[config.mk]
export PLATFORM = sky130hd
export DESIGN_NAME = div_unit
export DESIGN_NICKNAME = d
export VERILOG_FILES = /design/src/rtl/riscv_pkg.sv /design/src/rtl/div_step.sv /design/src/rtl/div_unit.sv
export SDC_FILE = /design/constraint.sdc
export NUM_CORES = 1
export LEC_CHECK = 0
export ABC_CLOCK_PERIOD_IN_PS = 5900
export BUFFER_PORTS_ARGS = -buffer_cell sky130_fd_sc_hd__buf_2
export CAP_MARGIN = 30
export CORE_ASPECT_RATIO = 1.4
export CORE_MARGIN = 4
export CORE_UTILIZATION = 50
export CTS_CLUSTER_SIZE = 30
export DETAILED_ROUTE_END_ITERATION = 7
export PLACE_DENSITY = 0.77
export SETUP_SLACK_MARGIN = 0.05
export SYNTH_ARGS = -nofsm -noshare
export SYNTH_HDL_FRONTEND = slang
export SYNTH_SLANG_ARGS = --single-unit
[constraint.sdc]
create_clock -name clk -period 5.9 [get_ports clk]
set_input_delay 0.295 -clock clk [delete_from_list [all_inputs] [get_ports clk]]
set_output_delay 0.295 -clock clk [all_outputs]
set_load 0.02 [all_outputs]
[src/rtl/riscv_pkg.sv]
// Shared RV32M divider types: opcode encoding, divider FSM states and default width.
package riscv_pkg;

  localparam int unsigned XLEN_DEFAULT = 32;

  typedef enum logic [1:0] {
    DIV  = 2'b00,
    DIVU = 2'b01,
    REM  = 2'b10,
    REMU = 2'b11
  } divop_t;

  typedef enum logic [1:0] {
    S_IDLE,
    S_CALC,
    S_DONE
  } div_state_t;

endpackage

[src/rtl/div_step.sv]
// One radix-2 restoring iteration: shift in the next dividend bit, trial-subtract the divisor.
module div_step
  import riscv_pkg::*;
#(
  parameter int unsigned XLEN = XLEN_DEFAULT
) (
  input  logic [XLEN:0]   i_rem,
  input  logic            i_msb,
  input  logic [XLEN-1:0] i_divisor,
  output logic [XLEN:0]   o_rem,
  output logic            o_qbit
);

  logic [XLEN+1:0] w_shift;
  logic [XLEN+1:0] w_diff;

  // One extra guard bit above the shifted remainder exposes the borrow.
  always_comb begin
    w_shift = {i_rem, i_msb};
    w_diff  = w_shift - {2'b00, i_divisor};
    o_qbit  = ~w_diff[XLEN+1];
    o_rem   = o_qbit ? w_diff[XLEN:0] : w_shift[XLEN:0];
  end

endmodule

[src/rtl/div_unit.sv]
// Multi-cycle RV32M DIV/DIVU/REM/REMU unit with start/busy/done handshake.
// Optional single-entry operand/result cache enabled by defining DIV_OPCACHE_EN.
module div_unit
  import riscv_pkg::*;
#(
  parameter int unsigned XLEN = XLEN_DEFAULT
) (
  input  logic            clk,
  input  logic            reset,
  input  logic            start,
  input  logic            flush,
  input  logic [1:0]      op,
  input  logic [XLEN-1:0] a,
  input  logic [XLEN-1:0] b,
  output logic            busy,
  output logic            done,
  output logic [XLEN-1:0] result
);

  localparam int unsigned    CW      = $clog2(XLEN);
  localparam logic [XLEN-1:0] MIN_NEG = {1'b1, {(XLEN-1){1'b0}}};

  div_state_t      r_state, w_state_nxt;
  logic            r_qneg, r_rneg, r_op_rem;
  logic [XLEN-1:0] r_dvd, r_dvs, r_result;
  logic [XLEN:0]   r_rem;
  logic [CW-1:0]   r_cnt;

  logic [XLEN:0]   w_step_rem;
  logic            w_step_q;
  logic            w_uns, w_special, w_hit, w_accept;
  logic [XLEN-1:0] w_a_abs, w_b_abs, w_sp_q, w_sp_r, w_q_raw, w_q_fin, w_r_fin;

`ifdef DIV_OPCACHE_EN
  logic            r_c_valid, r_c_uns, r_p_uns;
  logic [XLEN-1:0] r_c_a, r_c_b, r_c_q, r_c_r, r_p_a, r_p_b;
  logic [XLEN-1:0] w_hit_res;
`endif

  div_step #(.XLEN(XLEN)) u_step (
    .i_rem     (r_rem),
    .i_msb     (r_dvd[XLEN-1]),
    .i_divisor (r_dvs),
    .o_rem     (w_step_rem),
    .o_qbit    (w_step_q)
  );

  assign result = r_result;

  always_comb begin
    w_uns     = (divop_t'(op) == DIVU) || (divop_t'(op) == REMU);
    w_accept  = start && !flush;
    w_a_abs   = (!w_uns && a[XLEN-1]) ? -a : a;
    w_b_abs   = (!w_uns && b[XLEN-1]) ? -b : b;
    w_special = (b == '0) || (!w_uns && (a == MIN_NEG) && (b == '1));
    w_sp_q    = (b == '0) ? '1 : a;
    w_sp_r    = (b == '0) ? a  : '0;
    // Last iteration's quotient bit and remainder are folded in combinationally.
    w_q_raw   = {r_dvd[XLEN-2:0], w_step_q};
    w_q_fin   = r_qneg ? -w_q_raw : w_q_raw;
    w_r_fin   = r_rneg ? -w_step_rem[XLEN-1:0] : w_step_rem[XLEN-1:0];
`ifdef DIV_OPCACHE_EN
    w_hit     = r_c_valid && (a == r_c_a) && (b == r_c_b) && (w_uns == r_c_uns);
    w_hit_res = op[1] ? r_c_r : r_c_q;
`else
    w_hit     = 1'b0;
`endif
  end

  always_comb begin
    w_state_nxt = r_state;
    busy        = 1'b1;
    done        = 1'b0;
    case (r_state)
      S_IDLE: begin
        busy = 1'b0;
        if (w_accept) w_state_nxt = (w_special || w_hit) ? S_DONE : S_CALC;
      end
      S_CALC: begin
        if (flush)             w_state_nxt = S_IDLE;
        else if (r_cnt == '0)  w_state_nxt = S_DONE;
      end
      S_DONE: begin
        done        = 1'b1;
        w_state_nxt = S_IDLE;
      end
      default: w_state_nxt = S_IDLE;
    endcase
  end

  always_ff @(posedge clk or posedge reset) begin
    if (reset) begin
      r_state   <= S_IDLE;
      r_qneg    <= 1'b0;
      r_rneg    <= 1'b0;
      r_op_rem  <= 1'b0;
      r_dvd     <= '0;
      r_dvs     <= '0;
      r_rem     <= '0;
      r_cnt     <= '0;
      r_result  <= '0;
`ifdef DIV_OPCACHE_EN
      r_c_valid <= 1'b0;
      r_c_uns   <= 1'b0;
      r_c_a     <= '0;
      r_c_b     <= '0;
      r_c_q     <= '0;
      r_c_r     <= '0;
      r_p_uns   <= 1'b0;
      r_p_a     <= '0;
      r_p_b     <= '0;
`endif
    end else begin
      r_state <= w_state_nxt;
      case (r_state)
        S_IDLE: begin
          if (w_accept) begin
            r_op_rem <= op[1];
            r_qneg   <= !w_uns && (a[XLEN-1] ^ b[XLEN-1]);
            r_rneg   <= !w_uns && a[XLEN-1];
            r_dvd    <= w_a_abs;
            r_dvs    <= w_b_abs;
            r_rem    <= '0;
            r_cnt    <= CW'(XLEN-1);
`ifdef DIV_OPCACHE_EN
            r_p_a    <= a;
            r_p_b    <= b;
            r_p_uns  <= w_uns;
`endif
            if (w_special) begin
              r_result  <= op[1] ? w_sp_r : w_sp_q;
`ifdef DIV_OPCACHE_EN
              r_c_valid <= 1'b1;
              r_c_a     <= a;
              r_c_b     <= b;
              r_c_uns   <= w_uns;
              r_c_q     <= w_sp_q;
              r_c_r     <= w_sp_r;
`endif
            end
`ifdef DIV_OPCACHE_EN
            else if (w_hit) begin
              r_result <= w_hit_res;
            end
`endif
          end
        end
        S_CALC: begin
          if (!flush) begin
            r_rem <= w_step_rem;
            r_dvd <= w_q_raw;
            r_cnt <= r_cnt - CW'(1);
            if (r_cnt == '0) begin
              r_result  <= r_op_rem ? w_r_fin : w_q_fin;
`ifdef DIV_OPCACHE_EN
              r_c_valid <= 1'b1;
              r_c_a     <= r_p_a;
              r_c_b     <= r_p_b;
              r_c_uns   <= r_p_uns;
              r_c_q     <= w_q_fin;
              r_c_r     <= w_r_fin;
`endif
            end
          end
        end
        default: ;
      endcase
    end
  end

endmodule

==> flow_metrics.env, run 1 <==
export IMPL_wl_met2_um=19580
export IMPL_fmax_mhz=188.4
export IMPL_fp_dieW_um=140.3
export IMPL_dp_cells=1896
export IMPL_worst_setup_path_end_kind="register"
export IMPL_final_common_cell="nand2_1"
export IMPL_cts_root_buf="clkbuf_16"
export IMPL_synth_cells=1552
export IMPL_worst_pin_slew_ns=0.9886
export IMPL_core_area_um2=24060
export IMPL_seq_area_frac_synth_pct=28.37
export IMPL_synth_compound_area_share_pct=27.71
export IMPL_synth_xor_area_share_pct=9.430
export IMPL_path_buf_inv=2
export IMPL_muxShareOfSynthArea_pct=2.521
export IMPL_synthArstFlopShare_pct=100.0
export IMPL_hold_violations=0
export IMPL_wl_met3_um=2117
export IMPL_synth_simple_area_share_pct=20.76
export IMPL_top_layer="met4"
export IMPL_drc=0
export IMPL_setup_tns_ns=0
export IMPL_cellPowerDensity_nw_per_um2=592.1
export IMPL_seqCellArea_um2=3480
export IMPL_r2r_cells=20
export IMPL_synth_edf_count=0
export IMPL_setup_viol=0
export IMPL_wirelength_um=39250
export IMPL_timing_final_ws_setup_ns=0.5926
export IMPL_syn_nets=1662
export IMPL_ys_seq_elements=139
export IMPL_clk_latency_ns=0.43
export IMPL_cts_resized=0
export IMPL_grt_max_degree=87
export IMPL_dr_pass1_iters=5
export IMPL_ant_nets=0
export IMPL_p_leak_uw=0.005642
export IMPL_cpLargestDelayFamily="simple AND/OR/NAND/NOR gates"
export IMPL_grt_use_total_pct=28.23
export IMPL_fillerInstances=2182
export IMPL_tritoncts="done"
export IMPL_cp_arrival_ns=5.62
export IMPL_startpoint_type="register"
export IMPL_finClkSkew_ns=0.01073
export IMPL_path_depth=20
export IMPL_yosysWarnings=0
export IMPL_io_pins=104
export IMPL_multiInputGateArea_um2=8205
export IMPL_cts_inserted_buffers=17
export IMPL_max_stage_delay_ns=0.50
export IMPL_antenna_found_initial=0
export IMPL_synth_fa_ha_area_share_pct=6.267
export IMPL_grt_pass1_wl_um=62700
export IMPL_drv_cap=0
export IMPL_grt_pass1_vias=11947
export IMPL_period_minus_slack_ns=5.307
export IMPL_place_ws_ns=0.6562
export IMPL_die_area_um2=27120
export IMPL_cp_cell_sequence="ha_1, nand2_2, nor3_2, o2111ai_2, a311oi_2, o21a_1, nor2_4, inv_2, buf_4, ha_1, or3b_2, nor2_1, nand2_1, nor2_1, nand2_1, o31ai_1, xor2_1, o221ai_1, o21ai_0, o21ai_1"
export IMPL_mostFrequentLayoutCells="nand2_1 (188), o21ai_0 (179), dfrtp_1 (138)"
export IMPL_clock_path_buffers=2
export IMPL_wl_met1_um=14980
export IMPL_n_antenna_cell=0
export IMPL_timing_rr_end="result[30]$_DFFE_PP0P_"
export IMPL_cp_max_fo=37
export IMPL_slew_headroom_pct=34.10
export IMPL_cts_max_level=4
export IMPL_syn2layout_area_growth_pct=10.72
export IMPL_slew_violations=0
export IMPL_r2r_slack_ns=0.59
export IMPL_startpoint="r_rem[12]$_DFFE_PP0P_"
export IMPL_crit_path_end="result[30]$_DFFE_PP0P_"
export IMPL_wl_per_cell_um=20.36
export IMPL_start_util_pct=50.95
export IMPL_cts_hold_buf=0
export IMPL_outcome="completed"
export IMPL_place_congestion=0.9547
export IMPL_dpl_hpwl_um=29650
export IMPL_post_route_period_util_pct=89.96
export IMPL_synth_main_ff_cell="dfrtp_1"
export IMPL_synth_area_um2=12260
export IMPL_drive_gt1_share_pct=13.72
export IMPL_crit_slowest_cell="ha_1"
export IMPL_synth_top_family_by_area="compound AO/OA/AOI/OAI gates"
export IMPL_min_path_type="input pin to async pin"
export IMPL_rsz0062_at_grt="false"
export IMPL_via_count=12355
export IMPL_vias_per_cell=6.408
export IMPL_vdd_drop_max_v=0.0003100
export IMPL_num_rows=67
export IMPL_cts_clk_slew_worst_paths_ns=0.06
export IMPL_grt_ovfl_total=0
export IMPL_cts_setup_buffers=0
export IMPL_stdcell_count=1928
export IMPL_cts_sinks=139
export IMPL_drt_initial_drc_count=944
export IMPL_timing_rr_start="r_rem[12]$_DFFE_PP0P_"
export IMPL_synth_avg_cell_area_um2=7.899
export IMPL_die_y_um=193.3
export IMPL_ys_types=94
export IMPL_nNetsFinal=1715
export IMPL_crit_type="register to register"
export IMPL_crit_required_ns=6.21
export IMPL_portBuffers=103
Yosys cell counts (26+ instances only):
master | n | area [µm²]
nand3_1 | 26 | 130.1
clkbuf_1 | 69 | 259.0
a21oi_1 | 99 | 495.5
ha_1 | 39 | 488.0
o21ai_0 | 179 | 895.9
o31ai_1 | 30 | 225.2
nor3_1 | 38 | 190.2
maj3_1 | 26 | 260.3
xnor2_1 | 59 | 516.8
nor2_1 | 114 | 427.9
inv_1 | 54 | 202.7
nand2_1 | 188 | 705.7
dfrtp_1 | 139 | 3478
xor2_1 | 73 | 639.4
sequential cells by signal (all words and copies together) (netlist names):
name      count
r_cnt         5
r_dvd        32
r_dvs        32
r_op_rem      1
r_qneg        1
r_rem        33
r_rneg        1
r_state       2
result       32
worst register-to-register path: stages, from the launching register on:
cell and delay (ns):
dfrtp_1 0.45, ha_1 0.50, nand2_2 0.14, nor3_2 0.23
o2111ai_2 0.23, a311oi_2 0.46, o21a_1 0.23, nor2_4 0.10
inv_2 0.12, buf_4 0.39, ha_1 0.27, or3b_2 0.50
nor2_1 0.20, nand2_1 0.13, nor2_1 0.20, nand2_1 0.13
o31ai_1 0.38, xor2_1 0.18, o221ai_1 0.12, o21ai_0 0.11
o21ai_1 0.08
where the power goes:
| part | internal [µW] | leakage, µW | switching [µW] |
|---|---|---|---|
| registers | 1280 | 0.00175 | 391 |
| clock network | 642 | 0.000279 | 432 |
| logic | 1890 | 0.00361 | 3400 |
| total | 3810 | 0.00564 | 4220 |
per-stage QoR:
stage          total power [µW]  util [%]  area (µm²)  hold slack, ns
6_report                   8037     56.41       13570        0.004697
2_1_floorplan              5475         -       12260          0.3654
3_3_place_gp               6738     53.86       12960          0.4571
3_5_place_dp               6794     54.00       12990          0.4658
4_1_cts                    7920     56.41       13570         0.05218
5_1_grt                    8565     56.41       13570         0.08428
layout make-up:
class                           instances  area share [%]
Clock buffer                           21           3.392
Clock inverter                         11          0.8850
Inverter                               57           1.613
Multi-Input combinational cell       1265           60.45
Sequential cell                       139           25.64
Tap cell                              310           2.858
Timing Repair Buffer                  125           5.162
cells by family (layout without fill, tap and decap cells):
family | Yosys count | in the layout
flip-flops | 139 | 139
AND/OR/NAND/NOR | 525 | 525
AO/OA/AOI/OAI | 512 | 512
multiplexers | 30 | 30
adder cells (fa/ha/maj) | 66 | 66
buffers and inverters | 148 | 214
XOR/XNOR | 132 | 132
how the worst min path moves through the flow:
stage | endpoint
finish | r_cnt[3]$_DFFE_PP0P_
global placement | result[8]$_DFFE_PP0P_
CTS | r_cnt[0]$_DFFE_PP0P_
floorplan | r_state[0]$_DFFE_PP0P_
global route | result[1]$_DFFE_PP0P_
detailed placement | result[0]$_DFFE_PP0P_
routing by layer:
| layer | GRT usage (%) | vias to the layer above |
|---|---|---|
| met1 | 32.74 | 5924 |
| met4 | 17.16 | 0 |
| met5 | 0 | - |
| li1 | - | 5787 |
| met3 | 3.803 | 117 |
| met2 | 48.93 | 527 |
No activity file was read; power rests on OpenSTA's default activity.
==> run 2, diff against run 1 <==
Settings changed: CAP_MARGIN 30 to 20, CORE_UTILIZATION 50 to 62, PLACE_DENSITY 0.77 to 0.82.
==> run 2 against run 1 <==
Against the previous run: clock power is 7% higher; final cell count down 3.3%; clock skew is 0.0036 ns higher; worst hold slack improved by 0.067 ns; first-iteration DRC count grew 15%; combinational power about the same; power is 0.60% higher; critical endpoint is now result[28]$_DFFE_PP0P_; largest power group unchanged; highest routed layer unchanged.
==> flow_metrics.env, run 2 (synthesis results as in run 1) <==
export IMPL_outcome="completed"
export IMPL_cts_resized=0
export IMPL_clock_path_buffers=2
export IMPL_cts_inserted_buffers=17
export IMPL_wl_per_cell_um=20.26
export IMPL_dr_pass1_iters=5
export IMPL_period_minus_slack_ns=5.347
export IMPL_cts_root_buf="clkbuf_16"
export IMPL_cpLargestDelayFamily="simple AND/OR/NAND/NOR gates"
export IMPL_wirelength_um=37790
export IMPL_cts_clk_slew_worst_paths_ns=0.07
export IMPL_cellPowerDensity_nw_per_um2=598.6
export IMPL_worst_pin_slew_ns=1.099
export IMPL_fmax_mhz=187.0
export IMPL_post_route_period_util_pct=90.62
export IMPL_drt_initial_drc_count=1084
export IMPL_crit_type="register to register"
export IMPL_vias_per_cell=6.569
export IMPL_n_antenna_cell=0
export IMPL_drv_cap=0
export IMPL_path_buf_inv=1
export IMPL_num_rows=60
export IMPL_grt_pass1_wl_um=60950
export IMPL_cp_cell_sequence="ha_1, nand2_2, nor3_2, o2111ai_2, a311oi_2, nor3_2, nor2_4, mux2i_1, ha_1, inv_1, nor4_1, o2111a_1, nor4b_2, o22ai_2, or3_1, o31ai_2, mux2i_1, o31ai_2"
export IMPL_tritoncts="done"
export IMPL_cp_arrival_ns=5.65
export IMPL_crit_required_ns=6.21
export IMPL_io_pins=104
export IMPL_vdd_drop_max_v=0.0003405
export IMPL_drc=0
export IMPL_die_area_um2=22120
export IMPL_hold_violations=0
export IMPL_grt_ovfl_total=0
export IMPL_fillerInstances=1603
export IMPL_seqPwrFrac_pct=20.6
export IMPL_power_share_clock_pct=14.1
export IMPL_grt_use_total_pct=34.05
export IMPL_core_area_um2=19370
export IMPL_place_ws_ns=0.6482
export IMPL_p_leak_uw=0.005655
export IMPL_p_int_uw=3814
export IMPL_holdWs_ns=0.07182
export IMPL_largest_reg_flops=33
export IMPL_clk_latency_ns=0.45
export IMPL_startpoint_type="register"
export IMPL_rsz0062_at_grt="false"
export IMPL_via_count=12252
export IMPL_timing_final_ws_setup_ns=0.5534
export IMPL_comb_power_share_pct=65.2
export IMPL_final_common_cell="nand2_1"
export IMPL_wl_met3_um=2617
export IMPL_grt_pass1_vias=11679
export IMPL_slew_violations=0
export IMPL_ant_nets=0
export IMPL_start_util_pct=63.29
export IMPL_syn2layout_area_growth_pct=10.18
export IMPL_worst_setup_path_end_kind="register"
export IMPL_dpl_hpwl_um=28200
export IMPL_nNetsFinal=1714
export IMPL_place_congestion=0.9866
export IMPL_fp_dieW_um=126.8
export IMPL_switching_share_pct=52.83
export IMPL_min_path_type="input pin to register"
export IMPL_wl_met1_um=14520
export IMPL_largest_register="r_rem"
export IMPL_mostFrequentLayoutCells="nand2_1 (188), o21ai_0 (179), dfrtp_1 (138)"
export IMPL_wl_met2_um=18330
export IMPL_die_y_um=174.4
export IMPL_cp_max_fo=9
export IMPL_slew_headroom_pct=26.58
export IMPL_drive_gt1_share_pct=13.73
export IMPL_cts_sinks=139
export IMPL_multiInputGateArea_um2=8205
export IMPL_power_switching_uw=4271
export IMPL_cts_max_level=4
export IMPL_antenna_found_initial=0
export IMPL_seqCellArea_um2=3480
export IMPL_max_stage_delay_ns=0.49
export IMPL_finClkSkew_ns=0.01433
export IMPL_setup_viol=0
export IMPL_portBuffers=103
export IMPL_crit_slowest_cell="ha_1"
export IMPL_top_layer="met4"
export IMPL_setup_tns_ns=0
export IMPL_grt_max_degree=87
-- run 2: layer usage --
metal  vias to the layer above  track usage, %
met5                         -               0
met4                         0           18.92
met3                       144           4.826
met2                       603           57.09
li1                       5786               -
met1                      5719           41.78
-- run 2: metrics by stage --
step	cells	power, µW	utilization [%]	area (µm²)
floorplan	1552	5475	-	12260
global placement	1831	6695	66.46	12870
detailed placement	1831	6758	66.46	12870
CTS	1864	7955	69.71	13500
global route	1865	8617	69.74	13510
finish	1865	8085	69.74	13510
-- run 2: worst paths after layout --
| kind | end | startpoint | slack (ns) | cells after the start |
|---|---|---|---|---|
| max | result[28]$_DFFE_PP0P_ | r_rem[12]$_DFFE_PP0P_ | 0.55 | 18 |
| min | r_state[0]$_DFFE_PP0P_ | flush | 0.07 | 2 |
| max reg2reg | result[28]$_DFFE_PP0P_ | r_rem[12]$_DFFE_PP0P_ | 0.55 | 18 |
| min reg2reg | result[12]$_DFFE_PP0P_ | result[12]$_DFFE_PP0P_ | 0.48 | 2 |
| max in group asynchronous | r_op_rem$_DFFE_PP0P_ | reset | 3.90 | 4 |
| min in group asynchronous | r_cnt[2]$_DFFE_PP0P_ | reset | 0.47 | 3 |
-- run 2: final cells by class --
| type | instances | share of cell area [%] |
|---|---|---|
| Multi-Input combinational cell | 1265 | 60.75 |
| Tap cell | 248 | 2.297 |
| Inverter | 57 | 1.621 |
| Clock inverter | 15 | 1.436 |
| Timing Repair Buffer | 124 | 4.984 |
| Sequential cell | 139 | 25.76 |
| Clock buffer | 17 | 3.150 |
-- run 2: repair_timing --
item                      in CTS  in global routing
hold endpoints to repair      66                  0
setup buffers                  0                  0
hold buffers                   1                  0
-- run 2: power groups by stage --
stage          Clock [µW]  Sequential, µW  Combinational, µW
2_1_floorplan           0            1670               3810
3_3_place_gp            0            1640               5050
3_5_place_dp            0            1660               5100
4_1_cts              1150            1650               5160
5_1_grt              1190            1700               5720
6_report             1140            1670               5280
==> run 3, diff against run 2 <==
Settings changed: CORE_ASPECT_RATIO 1.4 to not set.
==> run 3 against run 2 <==
Against the previous run: global-route usage up 1.0 points; worst hold slack better by 0.011 ns; utilization down 0.21 points; cell area up 0.18%; register-to-register slack better by 0.09 ns; first-iteration DRC count up 41%; critical endpoint unchanged; largest power group unchanged; highest routed layer unchanged.
==> flow_metrics.env, run 3 (synthesis results as in run 1) <==
export IMPL_drc=0
export IMPL_antenna_found_initial=0
export IMPL_r2r_slack_ns=0.65
export IMPL_timing_rr_end="result[28]$_DFFE_PP0P_"
export IMPL_p_leak_uw=0.005644
export IMPL_dpl_hpwl_um=28660
export IMPL_cts_root_buf="clkbuf_16"
export IMPL_cts_sinks=139
export IMPL_io_pins=104
export IMPL_place_ws_ns=0.7737
export IMPL_seqCellArea_um2=3480
export IMPL_nNetsFinal=1713
export IMPL_min_path_cells=2
export IMPL_grt_max_degree=87
export IMPL_min_path_type="input pin to register"
export IMPL_grt_pass1_vias=11597
export IMPL_clk_latency_ns=0.44
export IMPL_cts_clk_slew_worst_paths_ns=0.06
export IMPL_portBuffers=103
export IMPL_cts_max_level=4
export IMPL_slew_violations=0
export IMPL_fp_dieW_um=148.6
export IMPL_die_area_um2=22090
export IMPL_place_congestion=0.9988
export IMPL_drv_cap=0
export IMPL_outcome="completed"
export IMPL_hold_start="flush"
export IMPL_fmax_mhz=190.4
export IMPL_cts_hold_buf=1
export IMPL_dr_pass1_iters=6
export IMPL_vias_per_cell=6.688
export IMPL_crit_type="register to register"
export IMPL_die_y_um=148.6
export IMPL_crit_slowest_cell="ha_1"
export IMPL_drt_initial_drc_count=1524
export IMPL_cts_setup_buffers=0
export IMPL_cp_arrival_ns=5.56
export IMPL_drive_gt1_share_pct=13.55
export IMPL_largest_register="r_rem"
export IMPL_timing_rr_start="r_rem[12]$_DFFE_PP0P_"
export IMPL_worst_pin_slew_ns=1.029
export IMPL_multiInputGateArea_um2=8205
export IMPL_cts_resized=0
export IMPL_r2r_cells=20
export IMPL_n_antenna_cell=0
export IMPL_min_to="r_state[0]$_DFFE_PP0P_"
export IMPL_wirelength_um=38840
export IMPL_post_route_period_util_pct=89.03
export IMPL_clock_path_buffers=2
export IMPL_vdd_drop_max_v=0.0003640
export IMPL_final_common_cell="nand2_1"
export IMPL_wl_per_cell_um=20.65
export IMPL_syn2layout_area_growth_pct=10.37
export IMPL_rsz0062_at_grt="false"
export IMPL_max_stage_delay_ns=0.51
export IMPL_tritoncts="done"
export IMPL_largest_reg_flops=33
export IMPL_grt_ovfl_total=0
export IMPL_cellPowerDensity_nw_per_um2=601.3
export IMPL_num_rows=51
export IMPL_slew_headroom_pct=31.40
export IMPL_setup_viol=0
export IMPL_core_area_um2=19460
export IMPL_cts_inserted_buffers=17
export IMPL_finClkSkew_ns=0.01142
export IMPL_ant_nets=0
export IMPL_startpoint_type="register"
export IMPL_cp_max_fo=9
export IMPL_period_minus_slack_ns=5.253
export IMPL_via_count=12580
export IMPL_grt_use_total_pct=35.10
export IMPL_setup_tns_ns=0
export IMPL_start_util_pct=62.99
export IMPL_hold_violations=0
export IMPL_mostFrequentLayoutCells="nand2_1 (188), o21ai_0 (179), dfrtp_1 (138)"
export IMPL_cp_cell_sequence="ha_1, nand2_2, nor3_2, o2111ai_2, a311oi_2, o21a_1, nor2_4, inv_2, nor2_1, a21oi_1, ha_1, inv_1, nor4_1, o2111a_1, nor4b_2, o22ai_2, or3_1, o31ai_2, mux2i_1, o31ai_2"
export IMPL_crit_required_ns=6.21
export IMPL_fillerInstances=1611
export IMPL_grt_pass1_wl_um=62090
export IMPL_startpoint="r_rem[12]$_DFFE_PP0P_"
export IMPL_timing_final_ws_setup_ns=0.6470
export IMPL_worst_setup_path_end_kind="register"
-- run 3: cell count changes in the layout (fill, tap and decap cells not counted), moves of 2 or more --
cell | previous run | this run
inv_8 | 5 | 0
buf_4 | 19 | 17
clkbuf_1 | 0 | 2
clkinvlp_4 | 0 | 2
-- run 3: power by group --
part           internal (µW)  switching, µW
logic                   1890           3430
clock network            682            453
registers               1280            410
-- run 3: routing by layer --
metal  vias to the layer above  track usage [%]  wire [µm]  part of all wire (%)
met3                        98            6.673       3872                    10
met4                         0            11.18       1121                   2.9
met1                      5965            48.89      15900                    41
met2                       742            55.51      17940                    46
met5                         -                0          0                     0
li1                       5775                -          -                     -
-- run 3: worst max-delay path by stage --
stage               slack (ns)                      to  cells after the start
floorplan                 0.88  result[28]$_DFFE_PP0P_                     21
global placement          0.96  result[28]$_DFFE_PP0P_                     20
detailed placement        0.77  result[28]$_DFFE_PP0P_                     20
CTS                       0.73  result[28]$_DFFE_PP0P_                     20
global route              0.28  result[28]$_DFFE_PP0P_                     20
finish                    0.65  result[28]$_DFFE_PP0P_                     20
-- run 3: through the flow --
step | hold slack (ns) | total power [µW] | std cells | area [µm²] | util [%]
2_1_floorplan | 0.3654 | 5475 | 1552 | 12260 | -
3_3_place_gp | 0.4400 | 6723 | 1844 | 12860 | 66.09
3_5_place_dp | 0.4450 | 6813 | 1846 | 12880 | 66.17
4_1_cts | 0.07406 | 7982 | 1879 | 13500 | 69.35
5_1_grt | 0.09356 | 8659 | 1881 | 13530 | 69.52
6_report | 0.08320 | 8136 | 1881 | 13530 | 69.52
-- run 3: layout make-up --
cell class              instances  share of cell area, %
flip-flops and latches        139                  25.72
inverters                      57                  1.618
clock buffers                  20                  3.301
multi-input cells            1265                  60.64
repair buffers                123                  5.067
clock inverters                12                  1.202
well taps                     265                  2.451
-- run 3: worst max-delay path: cells and delay by family, from the launching register on --
kind                     cells  cell delay (ns)
AND/OR/NAND/NOR              7             1.63
adder cells (fa/ha/maj)      2             0.73
multiplexers                 1             0.27
buffers and inverters        2             0.19
AO/OA/AOI/OAI                8             1.88
flip-flops                   1             0.45
